### config.mk
export PLATFORM = sky130hd
export DESIGN_NAME = contador_regressivo
export DESIGN_NICKNAME = d
export VERILOG_FILES = /design/src/rtl/contador_regressivo_pkg.sv /design/src/rtl/contador_regressivo_bcd_mmss_dec.sv /design/src/rtl/contador_regressivo.sv
export SDC_FILE = /design/constraint.sdc
export NUM_CORES = 1
export LEC_CHECK = 0
export ABC_AREA = 1
export CAP_MARGIN = 20
export CORE_ASPECT_RATIO = 0.75
export CORE_MARGIN = 3
export CORE_UTILIZATION = 30
export CTS_CLUSTER_SIZE = 8
export DETAILED_ROUTE_END_ITERATION = 12
export GPL_TIMING_DRIVEN = 0
export SYNTH_ARGS = -nofsm -noshare
export SYNTH_HDL_FRONTEND = slang
export SYNTH_SLANG_ARGS = --single-unit
### constraint.sdc
create_clock -name clk_in -period 5.5 [get_ports clk_in]
set_input_delay 0.825 -clock clk_in [delete_from_list [all_inputs] [get_ports clk_in]]
set_output_delay 0.825 -clock clk_in [all_outputs]
set_load 0.005 [all_outputs]
### src/rtl/contador_regressivo_pkg.sv
// Shared definitions for the microwave MM:SS countdown timer:
// state encoding, BCD limits and small BCD/binary conversion helpers.
package contador_pkg;

   typedef enum logic [1:0] {
      ST_IDLE  = 2'd0,
      ST_RUN   = 2'd1,
      ST_PAUSE = 2'd2,
      ST_DONE  = 2'd3
   } state_t;

   localparam logic [3:0]  BCD_MAX_DIGIT    = 4'd9;
   localparam logic [3:0]  BCD_MAX_SEC_TENS = 4'd5;
   localparam logic [15:0] TIME_ZERO        = 16'h0000;

   function automatic logic [3:0] satDigit(input logic [3:0] d, input logic [3:0] maxVal);
      return (d > maxVal) ? maxVal : d;
   endfunction

   function automatic logic [6:0] bcd2bin(input logic [7:0] b);
      return 7'(b[7:4]) * 7'd10 + 7'(b[3:0]);
   endfunction

   function automatic logic [7:0] bin2bcd(input logic [6:0] v);
      return {4'(v / 7'd10), 4'(v % 7'd10)};
   endfunction

endpackage

### src/rtl/contador_regressivo_bcd_mmss_dec.sv
// Combinational MM:SS BCD decrement by one second, with borrow chain
// sec_units -> sec_tens (0..5) -> min_units -> min_tens.
module bcd_mmss_dec
   import contador_pkg::*;
(
   input  logic [15:0] time_i,
   output logic [15:0] result_o,
   output logic        zero_o
);

   logic [3:0] minTens, minUnits, secTens, secUnits;

   always_comb begin
      minTens  = time_i[15:12];
      minUnits = time_i[11:8];
      secTens  = time_i[7:4];
      secUnits = time_i[3:0];
      if (secUnits != 4'd0) begin
         secUnits = secUnits - 4'd1;
      end else begin
         secUnits = BCD_MAX_DIGIT;
         if (secTens != 4'd0) begin
            secTens = secTens - 4'd1;
         end else begin
            secTens = BCD_MAX_SEC_TENS;
            if (minUnits != 4'd0) begin
               minUnits = minUnits - 4'd1;
            end else begin
               minUnits = BCD_MAX_DIGIT;
               minTens  = (minTens != 4'd0) ? minTens - 4'd1 : BCD_MAX_DIGIT;
            end
         end
      end
      result_o = {minTens, minUnits, secTens, secUnits};
      zero_o   = (result_o == TIME_ZERO);
   end

endmodule

### src/rtl/contador_regressivo.sv
// Microwave cooking countdown timer: loads MM:SS from the keypad, counts
// down on the 1 Hz enable, supports pause/door interlock and quick-start.
module contador_regressivo
   import contador_pkg::*;
#(
   parameter int          QUICK_SEC = 30,
   parameter logic [15:0] MAX_BCD   = 16'h9959
)(
   input  logic        clk_in,
   input  logic        reset,
   input  logic        tick_1hz,
   input  logic        load,
   input  logic [15:0] load_bcd,
   input  logic        start,
   input  logic        pause,
   input  logic        clear,
   input  logic        door_open,
   output logic [15:0] time_bcd,
   output logic        running,
   output logic        done
);

   state_t      state_q, state_d;
   logic [15:0] time_q, time_d;
   logic        running_q, done_q;

   logic [15:0] decResult;
   logic        decZero;
   logic [15:0] loadSan;
   logic [15:0] quickSum;
   logic [7:0]  secSum, minSum;

   bcd_mmss_dec u_dec (
      .time_i   (time_q),
      .result_o (decResult),
      .zero_o   (decZero)
   );

   assign loadSan = {satDigit(load_bcd[15:12], BCD_MAX_DIGIT),
                     satDigit(load_bcd[11:8],  BCD_MAX_DIGIT),
                     satDigit(load_bcd[7:4],   BCD_MAX_SEC_TENS),
                     satDigit(load_bcd[3:0],   BCD_MAX_DIGIT)};

   // Quick-start add works in binary per field; at most one minute of carry
   // because QUICK_SEC is below 60.
   always_comb begin
      secSum = 8'(bcd2bin(time_q[7:0])) + 8'(QUICK_SEC);
      minSum = 8'(bcd2bin(time_q[15:8]));
      if (secSum >= 8'd60) begin
         secSum = secSum - 8'd60;
         minSum = minSum + 8'd1;
      end
      if (minSum > 8'd99) begin
         quickSum = MAX_BCD;
      end else begin
         quickSum = {bin2bcd(minSum[6:0]), bin2bcd(secSum[6:0])};
      end
   end

   always_comb begin
      state_d = state_q;
      time_d  = time_q;
      if (state_q == ST_DONE) begin
         state_d = ST_IDLE;
      end else if (clear) begin
         state_d = ST_IDLE;
         time_d  = TIME_ZERO;
      end else if (door_open || pause) begin
         if (state_q == ST_RUN) state_d = ST_PAUSE;
      end else if (start) begin
         case (state_q)
            ST_IDLE: begin
               state_d = ST_RUN;
               if (time_q == TIME_ZERO) time_d = {8'h00, bin2bcd(7'(QUICK_SEC))};
            end
            ST_PAUSE: state_d = ST_RUN;
            ST_RUN:   time_d  = quickSum;
            default:  state_d = state_q;
         endcase
      end else if (load) begin
         if (state_q == ST_IDLE || state_q == ST_PAUSE) begin
            time_d = loadSan;
            if (loadSan == TIME_ZERO) state_d = ST_IDLE;
         end
      end else if (tick_1hz && state_q == ST_RUN) begin
         time_d = decResult;
         if (decZero) state_d = ST_DONE;
      end
   end

   always_ff @(posedge clk_in) begin
      if (reset) begin
         state_q   <= ST_IDLE;
         time_q    <= TIME_ZERO;
         running_q <= 1'b0;
         done_q    <= 1'b0;
      end else begin
         state_q   <= state_d;
         time_q    <= time_d;
         running_q <= (state_d == ST_RUN);
         done_q    <= (state_d == ST_DONE);
      end
   end

   assign time_bcd = time_q;
   assign running  = running_q;
   assign done     = done_q;

endmodule

==> results of run 1 <==
critical path: cells and delay by family (launching register included):
family,cells,cell delay (ns)
AND/OR/NAND/NOR,18,1.63
flip-flops,1,0.49
AO/OA/AOI/OAI,3,0.35
buffers and inverters,9,0.73
adder cells (fa/ha/maj),5,1.44
cells in the final DEF (no fill, tap or decap), types with 2 or more instances in the layout:
cell type,instances
a211oi_1,2
o21ai_2,2
nor4_1,6
clkbuf_16,3
nand4_1,16
or2_2,3
nor2_1,44
nand3b_1,4
clkinv_1,2
clkbuf_1,6
nor3_1,6
nor2_2,4
nand2_2,22
nor2_4,4
xor2_1,7
a21oi_2,7
nand3_1,55
o211ai_1,4
nand2_1,155
a21oi_1,24
dfxtp_1,20
ha_1,21
o21ai_0,18
nand3_2,10
inv_2,18
inv_1,70
xnor2_1,6
nand2_4,10
fa_1,4
nand4_2,2
o21ai_1,2
clkdlybuf4s50_1,40
o22ai_1,3
final cells by class:
cell class              count  area, sq um  share of cell area
multi-input cells         455         2664              0.6450
flip-flops and latches     20        400.4             0.09694
repair buffers             40        400.4             0.09694
inverters                  90        337.8             0.08179
well taps                 140        175.2             0.04241
clock buffers               3        75.07             0.01818
plain buffers               8        47.55             0.01151
clock inverters             1        30.03            0.007271
worst min path at each step:
stage,startpoint,to,slack (ns),cells after the start
finish,time_bcd[1]$_SDFFE_PP0P_,time_bcd[1]$_SDFFE_PP0P_,0.54,2
global route,time_bcd[1]$_SDFFE_PP0P_,time_bcd[1]$_SDFFE_PP0P_,0.58,2
CTS,time_bcd[1]$_SDFFE_PP0P_,time_bcd[1]$_SDFFE_PP0P_,0.54,2
detailed placement,time_bcd[1]$_SDFFE_PP0P_,time_bcd[1]$_SDFFE_PP0P_,0.53,2
global placement,time_bcd[1]$_SDFFE_PP0P_,time_bcd[1]$_SDFFE_PP0P_,0.53,2
floorplan,time_bcd[1]$_SDFFE_PP0P_,time_bcd[1]$_SDFFE_PP0P_,0.49,2
stage by stage:
stage	hold WS [ns]	power, uW
after CTS	0.5406	1348
after global placement	0.5303	1101
after global routing	0.5811	1491
after floorplan	0.4909	949.4
after detailed placement	0.5258	1137
final	0.5394	1359
state kept, by name, summed over array words and instances, names as in the netlist:
signal / cells
done: 1
running: 1
state_q: 2
time_bcd: 16
layer usage:
layer	global-route usage	wire length [microns]	part of all wire	vias to the layer above
met4	0.02476	115	0.011	0
met2	0.2368	4357	0.41	130
met1	0.2467	5160	0.49	1795
met3	0.04550	900	0.085	14
li1	-	-	-	1970
met5	0	0	0	-
kinds of logic (layout without fill, tap and decap cells):
logic type	Yosys count	in the layout	share of synthesized area
buf+inv	98	142	0.1117
flops	20	20	0.1161
xor+xnor	14	14	0.04099
fa+ha+maj	25	25	0.09938
simple gates	343	343	0.4962
compound gates	73	73	0.1357
power by group through the flow:
stage / clock network (uW) / registers [uW] / logic, uW
floorplan: 0 / 164 / 786
global placement: 0 / 167 / 934
detailed placement: 0 / 167 / 970
CTS: 209 / 164 / 975
global route: 216 / 165 / 1110
finish: 207 / 164 / 988
==> impl_metrics.env, run 1 <==
export IMPL_crit_type="flip-flop to flip-flop"
export IMPL_clock_latency_ns=0.26
export IMPL_firstDrtPassIters=5
export IMPL_grt_max_degree=13
export IMPL_p_switching_uw=725.1
export IMPL_yosysSeqAreaShare=0.1161
export IMPL_vias=3909
export IMPL_worst_path_max_fanout=10
export IMPL_grt_overflow=0
export IMPL_nFillCells=1194
export IMPL_drc=0
export IMPL_yosys_register_bits=20
export IMPL_path_clk_slew_ns=0.06
export IMPL_p_clk_frac=0.153
export IMPL_power_leakage_uw=0.001965
export IMPL_startpoint="time_bcd[4]$_SDFFE_PP0P_"
export IMPL_final_cells=757
export IMPL_p_int_uw=634.0
export IMPL_diodes=0
export IMPL_hold_violations=0
export IMPL_ir_worst_vdd_v=0.0001255
export IMPL_cp_end_kind="flip-flop"
export IMPL_ctsResizeCount=0
export IMPL_yosysTopAreaCell="nand2_1"
export IMPL_fin_tns_setup_ns=0
export IMPL_die_h_microns=98.87
export IMPL_r2r_start="time_bcd[4]$_SDFFE_PP0P_"
export IMPL_synth_ff_type="dfxtp_1"
export IMPL_ys_types=47
export IMPL_crit_path_max_incr_delay_ns=0.49
export IMPL_cap_violations=0
export IMPL_hold_path_class="flip-flop to flip-flop"
export IMPL_r2r_setup_slack_ns=0.71
export IMPL_finalSetupViolations=0
export IMPL_rows=33
export IMPL_power_frac_seq=0.121
export IMPL_skew_ns=0.005779
export IMPL_placed_cell_area_sq_um=4025
export IMPL_io_buffers=40
export IMPL_area_growth_pct=19.73
export IMPL_fp_dieW_microns=129.8
export IMPL_synth_common_cells="155 x nand2_1, 70 x inv_1, 55 x nand3_1"
export IMPL_drt_initial_drc_count=384
export IMPL_wl_per_cell_microns=13.91
export IMPL_core_area_sq_um=11070
export IMPL_reg2reg_to="time_bcd[10]$_SDFFE_PP0P_"
export IMPL_via_per_inst=5.164
export IMPL_htree_levels=1
export IMPL_syn_nets=622
export IMPL_fin_crit_ns=4.790
export IMPL_post_cts_buffers=0
export IMPL_rsz0062_at_grt="false"
export IMPL_crit_required_ns=5.63
export IMPL_routabilityCongestion=0.9735
export IMPL_preCtsSetupSlack_ns=0.7423
export IMPL_die_area_sq_um=12830
export IMPL_start_util=0.3117
export IMPL_fmax_ghz=0.2088
export IMPL_grt_pass1_wl_mm=17.37
export IMPL_cts_sinks=20
export IMPL_drtAntennaViolNets=0
export IMPL_tightestPinTransition_ns=0.6545
export IMPL_status="complete, no violations"
export IMPL_synth_top_cell_area_share=0.1687
export IMPL_root_buffer="clkbuf_16"
export IMPL_final_max_slew_viol_count=0
export IMPL_slowest_stage="dfxtp_1"
export IMPL_num_io_pins=42
export IMPL_grt_pass1_vias=3627
export IMPL_slew_headroom=0.5637
export IMPL_drive_gt1_frac=0.1491
export IMPL_min_period_over_period=0.8709
export IMPL_synthesis_area_sq_um=3450
export IMPL_dp_hpwl_mm=8.660
export IMPL_fin_ws_ns=0.7099
export IMPL_worstSetupStartpointType="flip-flop"
export IMPL_antenna_found_initial=0
export IMPL_cts_max_path_buffers=2
export IMPL_grt_total_usage=0.1643
export IMPL_syn_avg_cell_area_sq_um=6.020
export IMPL_synth_edff_count=0
export IMPL_ys_warn_count=0
export IMPL_p_comb_frac=0.727
export IMPL_hold_buffers=0
export IMPL_r2r_cells=35
export IMPL_synthCells=573
export IMPL_post_route_util=0.3732
export IMPL_synth_most_common_cell="nand2_1"
export IMPL_finalInstanceArea_sq_um=4130
export IMPL_cts_tree="yes"
export IMPL_p_sw_frac=0.5335
export IMPL_power_density_nw_per_um2=329.1
export IMPL_place_inst=753
export IMPL_async_flop_share=0
export IMPL_cts_buffers=3
export IMPL_synth_area_top_cells="nand2_1 17%, dfxtp_1 12%, nand3_1 8.0%"
export IMPL_wirelength_mm=10.53
export IMPL_endpoint="time_bcd[10]$_SDFFE_PP0P_"
export IMPL_arrival_ns=4.92
export IMPL_finalNetCount=667
Power figures use the tool's default switching activity.
==> run 2, diff against run 1 <==
Settings changed: CTS_CLUSTER_SIZE 8 to unset.
==> results of run 2 <==
The final DEF is identical to that of run 1; final timing and power are the same.
